**src/rtl/ex_counter.sv**
```systemverilog
// Free-running up-counter with count enable and synchronous clear.
// Define EX_COUNTER_SAT_EN to saturate at all-ones instead of wrapping.
module ex_counter #(
  parameter int WIDTH = 16
) (
  input  logic             clk,
  input  logic             rst,
  input  logic             enable,
  output logic [WIDTH-1:0] cnt
);

  localparam logic [WIDTH-1:0] CntOne = WIDTH'(1);
  localparam logic [WIDTH-1:0] CntMax = '1;

  logic [WIDTH-1:0] cntNext;

  always_comb begin
    cntNext = cnt;
    if (enable) begin
`ifdef EX_COUNTER_SAT_EN
      // Hold at all-ones once reached; the enable is simply ignored there.
      if (cnt != CntMax) begin
        cntNext = cnt + CntOne;
      end
`else
      cntNext = cnt + CntOne;
`endif
    end
  end

  always_ff @(posedge clk) begin
    if (rst) begin
      cnt <= '0;
    end else begin
      cnt <= cntNext;
    end
  end

endmodule

```
**config.mk**
```make
export PLATFORM = sky130hd
export DESIGN_NAME = ex_counter
export DESIGN_NICKNAME = d
export VERILOG_FILES = /design/src/rtl/ex_counter.sv
export SDC_FILE = /design/constraint.sdc
export NUM_CORES = 1
export LEC_CHECK = 0
export CORE_UTILIZATION = 45
export DETAILED_ROUTE_END_ITERATION = 12
export GPL_ROUTABILITY_DRIVEN = 0
export PLACE_DENSITY = 0.86
export SLEW_MARGIN = 30
export SYNTH_ARGS = -nofsm -noshare
export SYNTH_HDL_FRONTEND = slang
export SYNTH_SLANG_ARGS = --single-unit
export TNS_END_PERCENT = 50
```
**constraint.sdc**
```tcl
create_clock -name clk -period 2.7 [get_ports clk]
set_input_delay 0.54 -clock clk [delete_from_list [all_inputs] [get_ports clk]]
set_output_delay 0.54 -clock clk [all_outputs]
set_load 0.01 [all_outputs]
```
==> Yosys cells after proc, flatten, opt, wreduce, memory -nomap -nowiden <==
Cells that the tools add are included.
{ "op_classes": {"n_addsub": 1} }
{ "ops": {"columns": ["operator", "n"], "rows": [
  ["$add 16x1->16 const B", 1]
]} }
{ "totals": {"reg_bits": 16, "out_inout_bits": 16} }

==> Longest topological paths before layout <==
Gate-level depths: netlist (run 1).
{ "logic_depth": {"depth_word": 1, "ltp_mapped": 5, "ltp_nobuf": 5} }

==> Worst setup path before layout (run 1) <==
OpenSTA, ideal clock, no wires.
{ "synth_path": {"path_kind": "register -> register", "startpoint": "register cnt[5]", "endpoint": "register cnt[14]", "arrival_ns": 1.579, "slack_ns": 1.000, "stages_incl_launch_ff": 5, "n_path_buf": 0, "cell_sequence": "dfxtp_1 > nand4_2 > or2_2 > nor4_1 > mux2_2"} }
{ "synth_between": {"elab_chain_len": 1} }
{ "synth_lines": {"columns": ["element", "line", "source"], "rows": [
  ["start, declared", "9", "output logic [WIDTH-1:0] cnt"],
  ["start signal, assigned", "35", "cnt <= cntNext;"],
  ["$add 16x1->16", "26", "cntNext = cnt + CntOne;"]
]} }
Every way passes these cells.
A chain may end at the register's enable or synchronous reset.

==> results.md, run 1 <==
- Minimum clock period: 2030 ps
- Clock root buffer: clkbuf_4
- Place WS: 387 ps
- Cell variety after synth: 28
- # setup viols final: 0
- Synth top area share: 42.3%
- Routed vias/inst: 5.47
- Period utilisation layout: 75.1%
- Layout Nets: 108
- CTS tree: yes
- Vias: 651
- Cts hold-fix bufs: 0
- Die X-Extent: 43.0 um
- Gate Count Post-Synth: 83
- Antenna violations before repair: 0
- Slowest cell on crit path: clkdlybuf4s50_1
- Hold/Removal Path Class: reg -> reg
- Layout cells sized above 1: 12.6%
- Detailed router's first-iteration violation count: 9
- Final hold viol count: 0
- Flip-flop count of the largest register after layout: 16
- Overall power: 427 uW
- Die Span Y: 43.0 um
- Top post-synthesis cells by count: dfxtp_1, nor2_1, nand2_1, xnor2_1, xor2_1
- Main flop type after synthesis: dfxtp_1
- Sequential share of the synthesized area: 42.3%
- Synth warn: 0
- P_int: 335 uW
- Fin Clk Skew: 1.01 ps
- Gate power share: 6.1%
- Pre-Repair DR Iteration Count: 4
- ANT nets after route: 0
- H-tree Lvls: 1
- GRT Total Usage: 17.6%
- Crit path kind: in -> reg
- Clk buf depth: 2
- Die Footprint: 0.00185 mm^2
- Post-CTS Resized: 0
- DRC viols: 0
- IO Count: 19
- Clk slew on worst S/H paths: 100 ps
- # diodes: 0
- Clock Latency Late Sink: 280 ps
- CP Launch Type: input port
- Post-synthesis instance area: 757 um^2
- First-pass GRT wire length: 2520 um
- Top flop regs: cnt (16)
- Yosys reg bits: 16
- Slew Limit Fails: 0
- Num rows: 14
- Vias in the first global route: 612
- RSZ-0062 raised after global routing: false
- Net Count, Synth: 87
- Sw Share: 21.6%
- I/O Buffers: 18
- Setup TNS Final: 0 ps
- Crit path max fanout: 8
- Drt total wl: 1360 um
- CTS sink cnt: 16
- Max Cap Viol: 0
- Largest reg by FF count: cnt
- Wire per inst: 11.4 um
- Worst Tran Pin Value: 381 ps
- Worst VDD drop: 0.361 mV
- Total grt overflow: 0
- CP Cell Sequence: clkdlybuf4s50_1, nand4_4, nor4_4, or3b_1, a21oi_1
- CP Capture Type: flop
- Leak pwr: 0.000350 uW
- Outcome: complete, no violations
- Pwr Density: 431 mW/mm^2
- Worst stage delay on the critical path: 630 ps
- TritonCTS Buffers: 3
- Clock power frac: 36.7%
- WHS: 520 ps
- Seq pwr share: 57.3%
- Core Region: 0.00154 mm^2
- # Post-CTS Setup Buffers: 0
- Layout area overhead: 30.7%
- Switching pwr: 92.4 uW
- Final worst setup slack: 673 ps
- Worst Path Arrival: 2240 ps
- Synth Area per Inst: 9.12 um^2
- Max_slew headroom: 74.5%
- Largest net degree at the start of global routing: 12
- Initial Utilization: 49.1%
- Top cell type by total area after synthesis: dfxtp_1
- Fmax: 493 MHz
- Post-synth ARST share: 0%
- Synth area leaders: dfxtp_1, nor2_1, xnor2_1
- Post-synth EDFFs: 0
- Req. time, crit path: 2910 ps
-- metal layers --
metal / wire length, um / vias up / part of all wire [%] / GRT usage (%)
li1: - / 326 / - / -
met1: 628 / 311 / 46 / 22.8
met2: 664 / 12 / 49 / 29.1
met3: 51 / 2 / 3.8 / 3.83
met4: 10 / 0 / 0.74 / 5.45
met5: 0 / - / 0 / 0
-- power by group through the flow --
stage,sequential [uW],clock [uW],combinational [uW]
after floorplan,251,0,11.1
after global placement,250,0,25.3
after detailed placement,250,0,26.0
after CTS,245,157,26.2
after global routing,245,167,28.8
final,244,157,25.9
-- through the flow --
stage | utilization [%] | instances | instance area, um^2
6_report | 64.2 | 119 | 990
5_1_grt | 64.2 | 119 | 990
4_1_cts | 64.2 | 119 | 990
3_5_place_dp | 61.9 | 115 | 953
3_3_place_gp | 61.9 | 115 | 953
2_1_floorplan | - | 83 | 757
-- critical path, delay by kind of cell --
family | cells | cell delay (ps)
and+or+nand+nor | 3 | 910
buffers and inverters | 1 | 630
AOI/OAI and AO/OA | 1 | 150
-- placed cells by master, fill, tap and decap left out, drive strengths merged --
master,n
clkdlybuf4s50,18
nor2,16
dfxtp,16
nand2,6
xnor2,6
xor2,4
nor4,4
clkbuf,4
nor3,3
a21oi,3
nand3,3
nand4,3
inv,2
mux2,2
and3,1
o21ai,1
or3,1
mux2i,1
or2,1
o41ai,1
or3b,1
nand2b,1
a31o,1
nor2b,1
nor4b,1
ha,1
buf,1
-- final timing paths --
path / from / end / slack (ps) / cells past startpoint
worst min register to register: cnt[13]$_SDFFE_PP0P_ / cnt[13]$_SDFFE_PP0P_ / 520 / 2
worst max register to register: cnt[5]$_SDFFE_PP0P_ / cnt[14]$_SDFFE_PP0P_ / 910 / 4
worst min-delay path: cnt[13]$_SDFFE_PP0P_ / cnt[13]$_SDFFE_PP0P_ / 520 / 2
worst max-delay path: enable / cnt[13]$_SDFFE_PP0P_ / 670 / 5
-- cell families after synthesis --
group	synth area share, %
AND/OR/NAND/NOR	32.7
flip-flops	42.3
XOR/XNOR	11.6
AO/OA/AOI/OAI	4.96
buffers and inverters	2.48
multiplexers	4.30
adder cells (fa/ha/maj)	1.65
-- layout make-up --
cell class | count | area (um^2)
Sequential cell | 16 | 320
Inverter | 2 | 7.51
Multi-Input combinational cell | 62 | 418
Tap cell | 16 | 20.0
Fill cell | 142 | 552
Timing Repair Buffer | 19 | 188
Clock buffer | 4 | 36.3
No activity file was read; power rests on OpenSTA's default activity.
==> inputs of run 2 (changes only) <==
==> constraint.sdc (replaced) <==
create_clock -name clk -period 2 [get_ports clk]
set_input_delay 0.4 -clock clk [delete_from_list [all_inputs] [get_ports clk]]
set_output_delay 0.4 -clock clk [all_outputs]
set_load 0.01 [all_outputs]
==> run 2 against run 1 <==
- hold slack improved by 10 ps
- clock power increased by 39%
- critical path type is now reg -> out
- highest routed layer unchanged
- first-iteration DRC count increased by 11%
==> results.md, run 2 (synthesized netlist as in run 1, its figures left out) <==
- Initial Utilization: 49.1% (unchanged)
- Worst Path Arrival: 1350 ps (-890 ps)
- Place WS: -0.134 ps (-387 ps)
- Num rows: 14 (unchanged)
- CP Launch Type: flop
- CTS sink cnt: 16 (unchanged)
- Final hold viol count: 0 (unchanged)
- Die Footprint: 0.00185 mm^2 (unchanged)
- Pre-Repair DR Iteration Count: 4 (unchanged)
- Max_slew headroom: 73.5% (-0.99 points)
- Hold depth: 2 (unchanged)
- Max Cap Viol: 0 (unchanged)
- Worst stage delay on the critical path: 590 ps (-40 ps)
- IO Count: 19 (unchanged)
- Largest delay share family, worst path: buffers and inverters
- Top flop regs: cnt (16)
- Fmax: 572 MHz
- Routed vias/inst: 5.21 (-4.7%)
- Layout area overhead: 37.7%
- RR Startpoint: cnt[3]$_SDFFE_PP0P_
- Vias: 657 (+0.92%)
- CTS tree: yes
- Placed cells: 122 (+6.1%)
- Clock Latency Late Sink: 290 ps (about the same)
- Non-filler cells, final: 126 (+5.9%)
- # Post-CTS Setup Buffers: 0 (unchanged)
- WHS: 531 ps (+10.3 ps)
- Stages on the worst setup path: 1 (-4)
- Leading cell type in the layout, fill and taps excluded: clkdlybuf4s50_1
- Clk buf depth: 2 (unchanged)
- H-tree Lvls: 1 (unchanged)
- Wire per inst: 11.4 um (+0.23%)
- TritonCTS Buffers: 3 (unchanged)
- Period utilisation layout: 87.4%
- Largest net degree at the start of global routing: 12 (unchanged)
- Clock root buffer: clkbuf_4
- Overall power: 585 uW (+37%)
- # diodes: 0 (unchanged)
- DP HPWL: 1090 um
- ANT nets after route: 0 (unchanged)
- GRT Total Usage: 17.8% (+0.21 points)
- Slew Limit Fails: 0 (unchanged)
- Commonest non-fill, non-tap cells in the layout: clkdlybuf4s50_1, nor2_1, dfxtp_1
- Worst VDD drop: 0.328 mV (-9.2%)
- # setup viols final: 0 (unchanged)
- Largest reg by FF count: cnt
- Outcome: complete, no violations
- Total grt overflow: 0 (unchanged)
- Req. time, crit path: 1600 ps (-1310 ps)
- Slowest cell on crit path: clkdlybuf4s50_1
- First-pass GRT wire length: 2460 um (-2.2%)
- Setup crit end: cnt[2]
- Crit path kind: reg -> out
- Vias in the first global route: 600 (-2.0%)
- Core Region: 0.00154 mm^2 (unchanged)
- Detailed router's first-iteration violation count: 10 (+1)
- RSZ-0062 raised after global routing: false
- Minimum clock period: 1750 ps
- Final worst setup slack: 253 ps (-420 ps)
- Flip-flop count of the largest register after layout: 16 (unchanged)
- Cts hold-fix bufs: 0 (unchanged)
- CP Cell Sequence: clkdlybuf4s50_1
- Drt total wl: 1440 um (+6.1%)
- Worst R2R End: cnt[13]$_SDFFE_PP0P_
- Post-CTS Resized: 0 (unchanged)
- Crit path max fanout: 5 (-3)
- Die Span Y: 43.0 um (unchanged)
- I/O Buffers: 18 (unchanged)
- Setup crit start: cnt[2]$_SDFFE_PP0P_
- Antenna violations before repair: 0 (unchanged)
- Path depth of the worst reg2reg path: 4 (unchanged)
- Layout Nets: 115 (+6.5%)
- CP Capture Type: output port
- Leak pwr: 0.000384 uW (+9.6%)
- Layout cells sized above 1: 18.2% (+5.6 points)
- DRC viols: 0 (unchanged)
- Pwr Density: 561 mW/mm^2 (+30%)
- Worst Tran Pin Value: 396 ps (+14.8 ps)
- Die X-Extent: 43.0 um (unchanged)
- FF-to-FF setup slack: 340 ps (-570 ps)
- Worst Path Buf+Inv: 1 (unchanged)
- Hold/Removal Path Class: reg -> reg
- Clk slew on worst S/H paths: 100 ps (about the same)
- Fin Clk Skew: 4.50 ps (+3.50 ps)
-- run 2: cell types whose count changed in the layout (fill, tap and decap cells not counted) --
cell | previous run | this run
buf_4 | 1 | 8
-- run 2: report_power, final --
group / internal [uW] / leakage, uW / switching, uW
logic: 19.7 / 0.000233 / 16.5
registers: 323 / 0.000129 / 6.94
clock network: 111 / 0.0000210 / 108
-- run 2: layout make-up --
cell class              count  area [um^2]
fillers                   125          499
multi-input cells          62          418
flip-flops and latches     16          320
repair buffers             26          240
clock buffers               4         36.3
well taps                  16         20.0
inverters                   2         7.51
-- run 2: metal layers --
layer,up-vias,wire [um],global-route usage (%)
li1,338,-,-
met1,301,671,22.2
met2,14,684,29.7
met3,4,53,2.55
met4,0,29,9.09
met5,-,0,0
-- run 2: metrics by stage --
step                setup TNS [ps]  instance area, um^2  utilization (%)
CTS                              0                 1040             67.6
floorplan                        0                  757                -
global route                     0                 1040             67.6
finish                           0                 1040             67.6
detailed placement          -0.134                 1010             65.3
global placement                 0                 1010             65.3
-- run 2: worst min-delay path by stage --
| stage | end | slack [ps] | from |
|---|---|---|---|
| 2_1_floorplan | cnt[13]$_SDFFE_PP0P_ | 500 | cnt[13]$_SDFFE_PP0P_ |
| 3_3_place_gp | cnt[13]$_SDFFE_PP0P_ | 490 | cnt[13]$_SDFFE_PP0P_ |
| 3_5_place_dp | cnt[13]$_SDFFE_PP0P_ | 510 | cnt[13]$_SDFFE_PP0P_ |
| 4_1_cts | cnt[13]$_SDFFE_PP0P_ | 530 | cnt[13]$_SDFFE_PP0P_ |
| 5_1_grt | cnt[13]$_SDFFE_PP0P_ | 550 | cnt[13]$_SDFFE_PP0P_ |
| 6_report | cnt[13]$_SDFFE_PP0P_ | 530 | cnt[13]$_SDFFE_PP0P_ |
==> inputs of run 3 (changes only) <==
==> constraint.sdc (replaced) <==
create_clock -name clk -period 1.75 [get_ports clk]
set_input_delay 0.35 -clock clk [delete_from_list [all_inputs] [get_ports clk]]
set_output_delay 0.35 -clock clk [all_outputs]
set_load 0.01 [all_outputs]
==> run 3 against run 2 <==
- count of clock-buffer cells in the layout unchanged
- final area is 4.3% higher
- critical endpoint unchanged
- die area unchanged
- non-clock buffer count increased by 6
- hold slack improved by 16 ps
- total power up 18%
- sequential share of layout area is 1.3 points lower
- wire length is 19% higher
- sequential power rose by 14%
- via count is 8.4% higher
==> results.md, run 3 (synthesized netlist as in run 1, its figures left out) <==
- Outcome: complete, no violations
- Max_slew headroom: 74.6% (+1.1 points)
- First-pass GRT wire length: 2780 um (+13%)
- Minimum clock period: 1710 ps
- Largest net degree at the start of global routing: 10 (-2)
- Pwr Density: 633 mW/mm^2 (+13%)
- Die Span Y: 43.0 um (unchanged)
- GRT Total Usage: 20.3% (+2.5 points)
- CP Cell Sequence: clkdlybuf4s50_1
- Worst Tran Pin Value: 377 ps (-18.9 ps)
- Worst Path Buf+Inv: 1 (unchanged)
- Layout Nets: 121 (+5.2%)
- Place WS: -201 ps (-201 ps)
- Pre-Repair DR Iteration Count: 4 (unchanged)
- Detailed router's first-iteration violation count: 5 (-5)
- Num rows: 14 (unchanged)
- Routed length on met2: 856 um (+25%)
- Max Used Layer: met4
- Die X-Extent: 43.0 um (unchanged)
- Post-CTS Resized: 0 (unchanged)
- Cts hold-fix bufs: 0 (unchanged)
- Leading cell type in the layout, fill and taps excluded: clkdlybuf4s50_1
- Non-filler cells, final: 132 (+4.8%)
- Vias in the first global route: 683 (+14%)
- ANT nets after route: 0 (unchanged)
- WHS: 547 ps (+16.2 ps)
- CP Capture Type: output port
- Hold/Removal Path Class: reg -> reg
- Final hold viol count: 0 (unchanged)
- Slowest cell on crit path: clkdlybuf4s50_1
- I/O Buffers: 18 (unchanged)
- Core Util, Final: 70.5% (+2.9 points)
- Max Cap Viol: 0 (unchanged)
- Commonest non-fill, non-tap cells in the layout: clkdlybuf4s50_1, nor2_1, dfxtp_1
- DRC viols: 0 (unchanged)
- Met3 WL: 73 um (+38%)
- Worst stage delay on the critical path: 580 ps (about the same)
- Initial Utilization: 49.1% (unchanged)
- Placed cells: 128 (+4.9%)
- Fmax: 584 MHz
- Total grt overflow: 0 (unchanged)
- Clock Latency Late Sink: 310 ps (+20 ps)
- Routed vias/inst: 5.39 (+3.4%)
- Layout cells sized above 1: 22.4% (+4.2 points)
- Worst VDD drop: 0.421 mV (+28%)
- Period utilisation layout: 97.8%
- Vias: 712 (+8.4%)
- # Post-CTS Setup Buffers: 0 (unchanged)
- Clk slew on worst S/H paths: 110 ps (about the same)
- CTS sink cnt: 16 (unchanged)
- # diodes: 0 (unchanged)
- Fill count: 127 (+1.6%)
- CTS tree: yes
- Leak pwr: 0.000411 uW (+7.3%)
- Layout area overhead: 43.6%
- Die Footprint: 0.00185 mm^2 (unchanged)
- Antenna violations before repair: 0 (unchanged)
- Req. time, crit path: 1400 ps (-200 ps)
- Flip-flop count of the largest register after layout: 16 (unchanged)
- Crit path max fanout: 5 (unchanged)
- IO Count: 19 (unchanged)
- RSZ-0062 raised after global routing: false
- Crit path kind: reg -> out
- Slew Limit Fails: 0 (unchanged)
- Clk buf depth: 2 (unchanged)
- Wl on met1: 755 um (+13%)
- Worst Path Arrival: 1360 ps (about the same)
- CP Launch Type: flop
- Clock root buffer: clkbuf_4
- Core Region: 0.00154 mm^2 (unchanged)
- H-tree Lvls: 1 (unchanged)
- Fin Clk Skew: 10.5 ps (+6.01 ps)
- Largest delay share family, worst path: buffers and inverters
- Drt total wl: 1710 um (+19%)
- # setup viols final: 0 (unchanged)
- Final worst setup slack: 38.2 ps (-215 ps)
- Top flop regs: cnt (16)
- Wire per inst: 13.0 um (+14%)
- Largest reg by FF count: cnt
- DP HPWL: 1290 um (+18%)
- TritonCTS Buffers: 3 (unchanged)
## run 3: worst paths after layout
kind	cells after the start	end	from	slack, ps
worst min register to register	2	cnt[13]$_SDFFE_PP0P_	cnt[13]$_SDFFE_PP0P_	550
worst min-delay path	2	cnt[13]$_SDFFE_PP0P_	cnt[13]$_SDFFE_PP0P_	550
worst max-delay path	1	cnt[2]	cnt[2]$_SDFFE_PP0P_	40
worst max register to register	6	cnt[10]$_SDFFE_PP0P_	cnt[1]$_SDFFE_PP0P_	160
## run 3: layout make-up
type	instances	area [um^2]	area share, %
multi-input combinational	62	418	38.4
sequential	16	320	29.5
timing repair buffer	32	285	26.2
clock buffer	4	36.3	3.34
tap	16	20.0	1.84
inverter	2	7.51	0.690
## run 3: layer usage
layer	up-vias	GRT usage [%]
li1	351	-
met3	3	5.53
met1	337	22.4
met5	-	0
met4	0	10.3
met2	21	35.2
## run 3: power breakdown
| group | switching, uW | internal [uW] |
|---|---|---|
| Combinational | 23.2 | 27.0 |
| Sequential | 5.59 | 369 |
| Clock | 136 | 127 |
| Total | 165 | 523 |
## run 3: stage by stage
stage          power (uW)  cell area, um^2  TNS (ps)
2_1_floorplan         404              757         0
3_3_place_gp          431             1050      -329
3_5_place_dp          434             1050      -705
4_1_cts               688             1090         0
5_1_grt               705             1090         0
6_report              688             1090         0
